## config.mk

```make
export PLATFORM = sky130hd
export DESIGN_NAME = dmem_arbiter
export DESIGN_NICKNAME = d
export VERILOG_FILES = /design/src/rtl/dmem_arbiter_pkg.sv /design/src/rtl/dmem_arbiter.sv
export SDC_FILE = /design/constraint.sdc
export NUM_CORES = 1
export LEC_CHECK = 0
export CAP_MARGIN = 5
export CORE_AREA = 2 2 100 102
export DETAILED_ROUTE_END_ITERATION = 7
export DIE_AREA = 0 0 102 104
export PLACE_DENSITY = 0.68
export SLEW_MARGIN = 10
export SYNTH_ARGS = -nofsm -noshare
export SYNTH_HDL_FRONTEND = slang
export SYNTH_SLANG_ARGS = --single-unit
```

## constraint.sdc

```tcl
create_clock -name gated_clk -period 4.35 [get_ports gated_clk]
set_clock_uncertainty 0.15 [all_clocks]
set_input_delay 0.435 -clock gated_clk [delete_from_list [all_inputs] [get_ports gated_clk]]
set_output_delay 0.435 -clock gated_clk [all_outputs]
set_load 0.005 [all_outputs]
```

## src/rtl/dmem_arbiter_pkg.sv

```systemverilog
// Shared widths and FSM state encodings for the data-RAM arbiter.
package dmem_arbiter_pkg;

  localparam int unsigned RAM_ADDR_WIDTH = 12;
  localparam int unsigned RAM_DATA_WIDTH = 32;
  localparam int unsigned BE_WIDTH       = 4;

  typedef enum logic [1:0] {
    S_IDLE   = 2'd0,
    S_CPU_RD = 2'd1,
    S_AUX_RD = 2'd2
  } arb_state_e;

endpackage

```

## src/rtl/dmem_arbiter.sv

```systemverilog
// Single-port BRAM arbiter: CPU-first sharing with an aux requester, plus the
// stall/write-back-inhibit sequencing that turns a CPU load into 2 cycles.
module dmem_arbiter
  import dmem_arbiter_pkg::*;
#(
  parameter int unsigned ADDR_WIDTH   = RAM_ADDR_WIDTH,
  parameter int unsigned DATA_WIDTH   = RAM_DATA_WIDTH,
  parameter int unsigned STARVE_LIMIT = 4
) (
  input  logic                  gated_clk,
  input  logic                  rst,
  input  logic                  cpu_r_enb,
  input  logic                  cpu_w_enb,
  input  logic [ADDR_WIDTH-1:0] cpu_r_addr,
  input  logic [ADDR_WIDTH-1:0] cpu_w_addr,
  input  logic [DATA_WIDTH-1:0] cpu_w_dat,
  input  logic [BE_WIDTH-1:0]   cpu_w_byte_enb,
  output logic [DATA_WIDTH-1:0] cpu_r_dat,
  output logic                  cpu_stall,
  output logic                  cpu_wb_inhibit,
  input  logic                  aux_req,
  input  logic                  aux_we,
  input  logic [ADDR_WIDTH-1:0] aux_addr,
  input  logic [DATA_WIDTH-1:0] aux_wdat,
  input  logic [BE_WIDTH-1:0]   aux_be,
  output logic                  aux_gnt,
  output logic                  aux_rvalid,
  output logic [DATA_WIDTH-1:0] aux_rdat,
  output logic                  ram_en,
  output logic [BE_WIDTH-1:0]   ram_we,
  output logic [ADDR_WIDTH-3:0] ram_addr,
  output logic [DATA_WIDTH-1:0] ram_wdat,
  input  logic [DATA_WIDTH-1:0] ram_rdat
);

  localparam int unsigned CNT_W = (STARVE_LIMIT < 1) ? 1 : $clog2(STARVE_LIMIT + 1);

  arb_state_e       state;
  arb_state_e       state_nxt;
  logic [CNT_W-1:0] starve_cnt;
  logic             starve_sat;
  logic             cpu_req;
  logic             aux_win;
  logic             cpu_win;

  // Byte offsets are irrelevant to a word-wide port.
  logic unused_addr_bits;
  assign unused_addr_bits = ^{cpu_r_addr[1:0], cpu_w_addr[1:0], aux_addr[1:0]};

  assign cpu_req    = cpu_r_enb | cpu_w_enb;
  assign starve_sat = (starve_cnt >= CNT_W'(STARVE_LIMIT));
  assign aux_win    = (state == S_IDLE) && aux_req && (!cpu_req || starve_sat);
  assign cpu_win    = (state == S_IDLE) && !aux_win && cpu_req;

  // State register.
  always_ff @(posedge gated_clk or posedge rst) begin
    if (rst) state <= S_IDLE;
    else     state <= state_nxt;
  end

  // Next-state logic; a store (even alongside a load) never leaves S_IDLE.
  always_comb begin
    state_nxt = state;
    case (state)
      S_IDLE: begin
        if (aux_win)                     state_nxt = aux_we ? S_IDLE : S_AUX_RD;
        else if (cpu_win && !cpu_w_enb)  state_nxt = S_CPU_RD;
        else                             state_nxt = S_IDLE;
      end
      S_CPU_RD: state_nxt = S_IDLE;
      S_AUX_RD: state_nxt = S_IDLE;
      default:  state_nxt = S_IDLE;
    endcase
  end

  // Anti-starvation counter: counts consecutive denied aux cycles.
  always_ff @(posedge gated_clk or posedge rst) begin
    if (rst) begin
      starve_cnt <= '0;
    end else if (aux_req && !aux_win) begin
      if (!starve_sat) starve_cnt <= starve_cnt + CNT_W'(1);
    end else begin
      starve_cnt <= '0;
    end
  end

  // Output logic; everything is held at zero while reset is asserted.
  always_comb begin
    cpu_r_dat      = '0;
    cpu_stall      = 1'b0;
    cpu_wb_inhibit = 1'b0;
    aux_gnt        = 1'b0;
    aux_rvalid     = 1'b0;
    aux_rdat       = '0;
    ram_en         = 1'b0;
    ram_we         = '0;
    ram_addr       = '0;
    ram_wdat       = '0;
    if (!rst) begin
      cpu_r_dat = ram_rdat;
      aux_rdat  = ram_rdat;
      case (state)
        S_IDLE: begin
          if (aux_win) begin
            aux_gnt        = 1'b1;
            ram_en         = 1'b1;
            ram_we         = aux_we ? aux_be : '0;
            ram_addr       = aux_addr[ADDR_WIDTH-1:2];
            ram_wdat       = aux_wdat;
            cpu_stall      = cpu_req;
            cpu_wb_inhibit = cpu_req;
          end else if (cpu_win && cpu_w_enb) begin
            ram_en   = 1'b1;
            ram_we   = cpu_w_byte_enb;
            ram_addr = cpu_w_addr[ADDR_WIDTH-1:2];
            ram_wdat = cpu_w_dat;
          end else if (cpu_win) begin
            ram_en         = 1'b1;
            ram_addr       = cpu_r_addr[ADDR_WIDTH-1:2];
            ram_wdat       = cpu_w_dat;
            cpu_stall      = 1'b1;
            cpu_wb_inhibit = 1'b1;
          end
        end
        S_AUX_RD: begin
          aux_rvalid     = 1'b1;
          cpu_stall      = cpu_req;
          cpu_wb_inhibit = cpu_req;
        end
        default: ;
      endcase
    end
  end

endmodule

```

==> results of run 1 <==
[cell type report]
class / count / area [um^2]
fillers: 962 / 5280
repair buffers: 259 / 2580
multi-input cells: 179 / 1340
well taps: 133 / 166
flip-flops and latches: 5 / 125
clock buffers: 4 / 45.0
inverters: 4 / 15.0
[sequential cells by signal (all words and copies together), names as in the netlist]
name / cells
starve_cnt: 3
state: 2
[cell usage after synthesis (all sizes together)]
master / n
o21bai: 1
buf: 48
or2: 1
dfrtp: 5
nor2: 3
o211a: 1
and3: 4
inv: 4
nor3: 2
o2bb2ai: 10
xnor2: 1
a32o: 4
nor2b: 34
nand3: 2
ha: 2
and4: 2
clkbuf: 5
a31oi: 1
o22ai: 32
nand2: 67
mux2: 1
o21a: 1
a22oi: 10
[cell families (layout without fill, tap and decap cells)]
family / count (synthesis) / after routing / share of synthesized area (%)
xor+xnor: 1 / 1 / 0.468
compound gates: 60 / 60 / 37.1
flops: 5 / 5 / 6.69
fa+ha+maj: 2 / 2 / 1.34
simple gates: 115 / 115 / 31.8
mux: 1 / 1 / 0.602
buf+inv: 57 / 267 / 21.9
[where the power goes]
part / internal, W / total (W) / switching, W
clock network: 0.0000630 / 0.0000869 / 0.0000239
logic: 0.000278 / 0.000438 / 0.000160
registers: 0.0000515 / 0.0000569 / 0.00000543
[placed cells by master, fill, tap and decap left out]
cell type        count
clkdlybuf4s50_1    254
nand2_1             65
nor2b_1             34
o22ai_2             32
a22oi_1             10
o2bb2ai_2            9
buf_4                5
dfrtp_1              5
and3_1               4
inv_1                4
a32o_1               4
clkbuf_8             3
nor2_1               2
and4_4               2
ha_1                 2
o21bai_2             1
nor2_4               1
nand3_4              1
o211a_1              1
xnor2_1              1
nand2_2              1
nor3_4               1
nand2_4              1
or2_2                1
nand3_2              1
o2bb2ai_1            1
o21a_1               1
nor3_1               1
a31oi_1              1
mux2_2               1
clkbuf_1             1
[metrics by stage]
stage / power [W] / hold slack (ns) / util [%] / area [um^2]
5_1_grt: 0.000622 / 0.523 / 44.7 / 4270
2_1_floorplan: 0.000251 / 0.201 / - / 1870
6_report: 0.000581 / 0.497 / 44.7 / 4270
3_3_place_gp: 0.000493 / 0.480 / 44.2 / 4220
4_1_cts: 0.000591 / 0.503 / 44.7 / 4270
3_5_place_dp: 0.000499 / 0.492 / 44.2 / 4220
[worst max-delay path, cell delays in order]
cell	delay, ns
clkdlybuf4s50_1	0.72
nor2b_1	0.79
a22oi_1	0.21
o2bb2ai_2	0.20
clkdlybuf4s50_1	0.51
[metal layers]
layer | GRT usage (%) | up-vias | share of wire [%]
li1 | - | 1228 | -
met1 | 17.7 | 1116 | 40
met2 | 28.1 | 103 | 52
met3 | 3.29 | 2 | 7.5
met4 | 1.14 | 0 | 0.13
met5 | 0 | - | 0
[worst min-delay path by stage]
stage,slack (ns),endpoint,start
final,0.50,starve_cnt[2],rst
after global placement,0.48,starve_cnt[2],starve_cnt[2]
after detailed placement,0.49,starve_cnt[2],starve_cnt[2]
after floorplan,0.20,starve_cnt[0],rst
after global routing,0.52,starve_cnt[2],starve_cnt[2]
after CTS,0.50,starve_cnt[2],starve_cnt[2]
==> flow_summary.toml, run 1 <==
[synthesis]
ys_seq_area_share_pct = 6.69
yosysTopAreaCell = "o22ai_2"
yosys-top-cells-area = "o22ai_2, buf_4, nand2_1"
synth_top_area_share_pct = 21.4
synth.distinct_cells = 31
syn_avg_cell_area_um2 = 7.76
synth_fp_nets = 389
syn_area_mm2 = 0.00187
synthCells = 241
yosys_register_bits = 5
yosysWarnings = 0

[timing]
fin_crit_sh_pct = 79.6
max_freq_mhz = 289
rsz0062_at_grt = "false"
slew_headroom_pct = 45.1
min_period_ns = 3.46
hold_viol = 0
finalWorstSetupSlack_ns = 0.888
slew_violations = 0
tightest_slew_ns = 0.821
setup_viol = 0
finalSetupTns_ns = 0

[finish]
drive_above_1_share_pct = 13.3
antennaDiodeCount = 0
num-nets-final = 600
area_growth_pct = 128
stdcell_count = 584

[floorplan]
die_area_mm2 = 0.0106
rows = 36
fp.dieW_um = 102
core_mm2 = 0.00955
pin_count = 261
initial_core_util_pct = 19.6
fp.dieH_um = 104

[clock_network]
numCtsBuffers = 3
clock_sinks = 5
cts_root_buf = "clkbuf_8"
postCtsSetupBuffers = 0
path_clk_slew_ns = 0.04
clock_latency_ns = 0.22
cts_buffer_depth = 2
htreeDepth = 1
cts_hold_buf = 0
tritoncts = "yes"
post_cts_resized = 0

[status]
status = "finished clean"

[hold_path]
hold_path.class = "in2async"

[worst_setup_path]
crit_end = "ram_addr[4]"
cp.arrival_ns = 2.88
ff2ff_path_depth = 3
cp_max_fo = 15
required_ns = 3.76
endpoint_kind = "primary output"
cp-start-kind = "input port"
crit_type = "in2out"
reg2reg_slack_ns = 2.93
reg2reg_from = "starve_cnt[2]"
r2r_end = "starve_cnt[1]"
critPathLaunch = "cpu_w_enb"

[placement]
pre_cts_ws_ns = 0.829
place.gp.congestion = 0.759
dp_cells = 580
place_hpwl_um = 7320
port_buffers = 254

[power_and_ir_drop]
ir_drop_v = 0.000104
p_leak_nw = 1.52
powerDensity_mw_per_mm2 = 136

[global_route]
antenna_found_initial = 0
grt_pass1_vias = 2383
grt-ovfl-total = 0
grt_usage_pct = 15.0
grt_max_degree = 48
grt_first_pass_wirelength_um = 12700

[drt]
dr.pass1.iters = 4
dr.first_iter.drc_count = 101
wl_per_cell_um = 14.9
wl_um = 8720
via_per_inst = 4.19
vias = 2449
ant_nets = 0
drc_errors = 0

[run]
cap_violations = 0
Power figures use the tool's default switching activity.
==> inputs of run 2 (changes only) <==
--- a/config.mk
+++ b/config.mk
@@ -6,10 +6,10 @@
 export NUM_CORES = 1
 export LEC_CHECK = 0
 export CAP_MARGIN = 5
-export CORE_AREA = 2 2 100 102
+export CORE_AREA = 2 2 101 103
 export DETAILED_ROUTE_END_ITERATION = 7
-export DIE_AREA = 0 0 102 104
-export PLACE_DENSITY = 0.68
+export DIE_AREA = 0 0 103 105
+export PLACE_DENSITY = 0.67
 export SLEW_MARGIN = 10
 export SYNTH_ARGS = -nofsm -noshare
 export SYNTH_HDL_FRONTEND = slang
==> constraint.sdc (replaced) <==
create_clock -name gated_clk -period 3.21 [get_ports gated_clk]
set_clock_uncertainty 0.15 [all_clocks]
set_input_delay 0.321 -clock gated_clk [delete_from_list [all_inputs] [get_ports gated_clk]]
set_output_delay 0.321 -clock gated_clk [all_outputs]
set_load 0.005 [all_outputs]
==> flow_summary.toml, run 2 (synthesis gave the netlist of run 1 again) <==
[global_route]
grt-ovfl-total = 0
antenna_found_initial = 0
grt_pass1_vias = 2422
grt_usage_pct = 14.7
grt_max_degree = 67
grt_first_pass_wirelength_um = 12700

[timing]
slew_headroom_pct = 61.5
min_period_ns = 2.72
finalSetupTns_ns = 0
slew_violations = 0
fin_crit_sh_pct = 84.8
whs_ns = 0.364
hold_viol = 0
max_freq_mhz = 367
setup_viol = 0
rsz0062_at_grt = "false"
tightest_slew_ns = 0.578

[floorplan]
rows = 36
initial_core_util_pct = 19.4
fp.dieW_um = 103
pin_count = 261
core_mm2 = 0.00964
die_area_mm2 = 0.0108
fp.dieH_um = 105

[finish]
num-nets-final = 601
stdcell_count = 585
area_growth_pct = 130
largestRegisters = "starve_cnt: 3 flops, state: 2 flops"
drive_above_1_share_pct = 13.5
final_cell_mix = "clkdlybuf4s50_1, nand2_1, nor2b_1, o22ai_2, a22oi_1"
final_common_cell = "clkdlybuf4s50_1"
antennaDiodeCount = 0
top_register = "starve_cnt"
largest_register_ffs = 3

[drt]
dr.first_iter.drc_count = 124
drc_errors = 0
wl_per_cell_um = 15.0
via_per_inst = 4.24
wl_um = 8790
vias = 2480
ant_nets = 0
dr.pass1.iters = 4

[status]
status = "finished clean"

[worst_setup_path]
endpoint_kind = "primary output"
required_ns = 2.74
cp-start-kind = "input port"
cp.arrival_ns = 2.25
cp_max_fo = 66
crit_type = "in2out"

[placement]
place.gp.congestion = 0.797
place_hpwl_um = 7370
port_buffers = 254
dp_cells = 581

[run]
cap_violations = 0

[clock_network]
cts_buffer_depth = 2
numCtsBuffers = 3
tritoncts = "yes"
clock_latency_ns = 0.22
postCtsSetupBuffers = 0
path_clk_slew_ns = 0.04
htreeDepth = 1
cts_root_buf = "clkbuf_8"
clock_sinks = 5
post_cts_resized = 0
cts_hold_buf = 0

[hold_path]
hold_path.class = "in2async"

[power_and_ir_drop]
powerDensity_mw_per_mm2 = 185
p_leak_nw = 1.54
ir_drop_v = 0.000143
==> run 2: cell count changes in the layout (fill, tap and decap cells not counted) <==
cell and delta:
buf_12 +2, buf_4 -1
==> run 2: final cells by class <==
class	count	area, um^2
Clock buffer	4	45.0
Timing Repair Buffer	260	2610
Fill cell	982	5340
Multi-Input combinational cell	179	1340
Tap cell	133	166
Inverter	4	15.0
Sequential cell	5	125
==> run 2: where the power goes <==
part	internal [W]	leakage, nW	switching [W]
clock	0.0000853	0.0228	0.0000312
sequential	0.0000698	0.0667	0.00000776
combinational	0.000384	1.45	0.000218
total	0.000539	1.54	0.000257
==> run 2: stage by stage <==
| stage | util, % | worst slack (ns) | area, um^2 | total power, W |
|---|---|---|---|---|
| finish | 44.6 | 0.488 | 4300 | 0.000797 |
| global route | 44.6 | 0.382 | 4300 | 0.000854 |
| floorplan | - | 1.60 | 1870 | 0.000340 |
| CTS | 44.6 | 0.467 | 4300 | 0.000808 |
| global placement | 44.1 | 0.489 | 4250 | 0.000675 |
| detailed placement | 44.1 | 0.468 | 4250 | 0.000685 |
==> run 2: critical path, stage by stage <==
cell and delay [ns]:
clkdlybuf4s50_1 0.53, nor3_4 0.26, buf_12 0.28, nand2_4 0.17, o2bb2ai_2 0.15, clkdlybuf4s50_1 0.52
==> run 2: path summary, 6_finish.rpt <==
| check | slack (ns) | cells past startpoint | endpoint | from |
|---|---|---|---|---|
| worst max-delay path | 0.49 | 6 | ram_addr[5] | rst |
| max in group asynchronous | 2.35 | 2 | starve_cnt[0] | rst |
| worst min register to register | 0.51 | 1 | starve_cnt[2] | starve_cnt[2] |
| min in group gated_clk | 0.51 | 1 | starve_cnt[2] | starve_cnt[2] |
| worst min-delay path | 0.36 | 2 | state[1] | rst |
| worst max register to register | 1.49 | 4 | starve_cnt[0] | starve_cnt[2] |
==> run 2: layer usage <==
layer | vias to the layer above | track usage (%) | wire (um) | share of wire (%)
met2 | 110 | 26.5 | 4520 | 51
met3 | 10 | 4.75 | 828 | 9.4
li1 | 1227 | - | - | -
met5 | - | 0 | 0 | 0
met4 | 0 | 2.35 | 89 | 1.0
met1 | 1133 | 16.8 | 3350 | 38
==> inputs of run 3 (changes only) <==
--- a/config.mk
+++ b/config.mk
@@ -6,10 +6,10 @@
 export NUM_CORES = 1
 export LEC_CHECK = 0
 export CAP_MARGIN = 5
-export CORE_AREA = 2 2 101 103
+export CORE_AREA = 2 2 102 104
 export DETAILED_ROUTE_END_ITERATION = 7
-export DIE_AREA = 0 0 103 105
-export PLACE_DENSITY = 0.67
+export DIE_AREA = 0 0 104 106
+export PLACE_DENSITY = 0.68
 export SLEW_MARGIN = 10
 export SYNTH_ARGS = -nofsm -noshare
 export SYNTH_HDL_FRONTEND = slang
==> constraint.sdc (replaced) <==
create_clock -name gated_clk -period 2.2 [get_ports gated_clk]
set_clock_uncertainty 0.15 [all_clocks]
set_input_delay 0.22 -clock gated_clk [delete_from_list [all_inputs] [get_ports gated_clk]]
set_output_delay 0.22 -clock gated_clk [all_outputs]
set_load 0.005 [all_outputs]
==> flow_summary.toml, run 3 (synthesis gave the netlist of run 1 again) <==
[worst_setup_path]
cp-start-kind = "flip-flop"
cp.depth = 4
cp_slowest_cell = "clkdlybuf4s50_1"
cp_max_fo = 6
ff2ff_path_depth = 4
crit_family = "buffers and inverters"
timing.critical_path.slowest_cell_delay_ns = 0.51
crit_chain = "nor2_4, buf_6, and4_4, clkdlybuf4s50_1"
required_ns = 1.83
critPathBufInv = 2
crit_type = "reg2out"
cp.arrival_ns = 1.76
endpoint_kind = "primary output"

[clock_network]
tritoncts = "yes"
clock_sinks = 5
cts_hold_buf = 0
path_clk_slew_ns = 0.03
clock_latency_ns = 0.22
cts_buffer_depth = 2
numCtsBuffers = 3
cts_root_buf = "clkbuf_8"
htreeDepth = 1

[hold_path]
hold_path.class = "in2async"

[placement]
place.gp.congestion = 0.776
place_hpwl_um = 7610
dpl_cell_area_mm2 = 0.00444
port_buffers = 254

[status]
status = "finished clean"

[power_and_ir_drop]
ir_drop_v = 0.000119
switching_share_pct = 32.6
p_clk_share_pct = 13.6
power_switching_w = 0.000401
seqPwrFrac_pct = 9.2
powerDensity_mw_per_mm2 = 265
p_leak_nw = 1.93
power.total_w = 0.00123
pwr-share-comb_pct = 77.2
p_int_w = 0.000828

[floorplan]
fp.dieH_um = 106
initial_core_util_pct = 18.7
rows = 37
die_area_mm2 = 0.0110
fp.dieW_um = 104
core_mm2 = 0.0100
pin_count = 261

[global_route]
grt-ovfl-total = 0
grt_first_pass_wirelength_um = 14000
grt_max_degree = 26
grt_pass1_vias = 2683
antenna_found_initial = 0
grt_usage_pct = 15.5

[drt]
drc_errors = 0
vias = 2584
wl_um = 9220
via_per_inst = 4.15
ant_nets = 0
wl_per_cell_um = 14.8
dr.pass1.iters = 4
dr.first_iter.drc_count = 147

[timing]
min_period_ns = 2.13
finalSetupTns_ns = 0
slew_violations = 0
slew_headroom_pct = 82.8
fin_crit_sh_pct = 96.7
setup_viol = 0
max_freq_mhz = 470
tightest_slew_ns = 0.258
whs_ns = 0.180
rsz0062_at_grt = "false"
hold_viol = 0

[finish]
final_common_cell = "clkdlybuf4s50_1"
top_register = "starve_cnt"
num-nets-final = 635
drive_above_1_share_pct = 21.2
largestRegisters = "starve_cnt: 3 flops, state: 2 flops"
final_cell_mix = "clkdlybuf4s50_1, nand2_1, dlygate4sd2_1, nor2b_1, o22ai_2"
fin_area_mm2 = 0.00464
area_growth_pct = 148
antennaDiodeCount = 0
n_fill_cell = 990
largest_register_ffs = 3

[run]
cap_violations = 0
## run 3: cell count changes in the layout (fill, tap and decap cells not counted), moves of 4 or more
cell             change
clkdlybuf4s50_1     -50
dlygate4sd2_1       +44
buf_4               +25
buf_12               +4
## run 3: worst paths after layout
| path | to | from | slack (ns) |
|---|---|---|---|
| min in group gated_clk | starve_cnt[2] | aux_req | 0.42 |
| max in group asynchronous | starve_cnt[2] | rst | 1.60 |
| worst max-delay path | aux_gnt | state[1] | 0.07 |
| worst max register to register | starve_cnt[1] | state[1] | 0.76 |
| worst min register to register | starve_cnt[0] | starve_cnt[0] | 0.51 |
| worst min-delay path | state[0] | rst | 0.18 |
## run 3: cell type report
type                            instances  area [um^2]  area share, %
Tap cell                              136          170           3.67
Multi-Input combinational cell        180         1390           30.0
Sequential cell                         5          129           2.78
Inverter                                4         15.0          0.324
Clock buffer                            4         45.0          0.971
Timing Repair Buffer                  293         2890           62.2
## run 3: tightest hold or removal path, stage by stage
cell and delay [ns]:
dlygate4sd2_1 0.27, buf_6 0.14, inv_2 0.09, buf_4 0.15
## run 3: repair_timing
item | in CTS | in global routing
cloned | 2 | 0
setup buffers | 13 | 1
pin swaps | 4 | 4
endpoints found under the setup margin | 72 | 6
resized for setup | 64 | 8
hold endpoints to repair | 0 | 0
## run 3: metrics by stage
step	cells	setup slack [ns]	utilization, %
final	622	0.0732	46.4
after CTS	621	0.0157	46.2
after floorplan	241	0.686	-
after global placement	602	-0.153	44.4
after global routing	622	0.00121	46.4
after detailed placement	602	-0.210	44.4
## run 3: per-layer routing
layer | routed length [um] | GRT usage (%) | share of wire [%] | vias to the layer above
met5 | 0 | 0 | 0 | -
met4 | 81 | 1.83 | 0.88 | 0
met1 | 3610 | 17.2 | 39 | 1180
met3 | 509 | 3.43 | 5.5 | 9
li1 | - | - | - | 1300
met2 | 5020 | 30.9 | 54 | 95
## run 3: power by group through the flow
stage	Clock (W)	Sequential [W]	Combinational, W
2_1_floorplan	0	0.000112	0.000385
3_3_place_gp	0	0.000113	0.000929
3_5_place_dp	0	0.000114	0.000939
4_1_cts	0.000170	0.000113	0.000954
5_1_grt	0.000176	0.000115	0.00102
6_report	0.000167	0.000113	0.000949
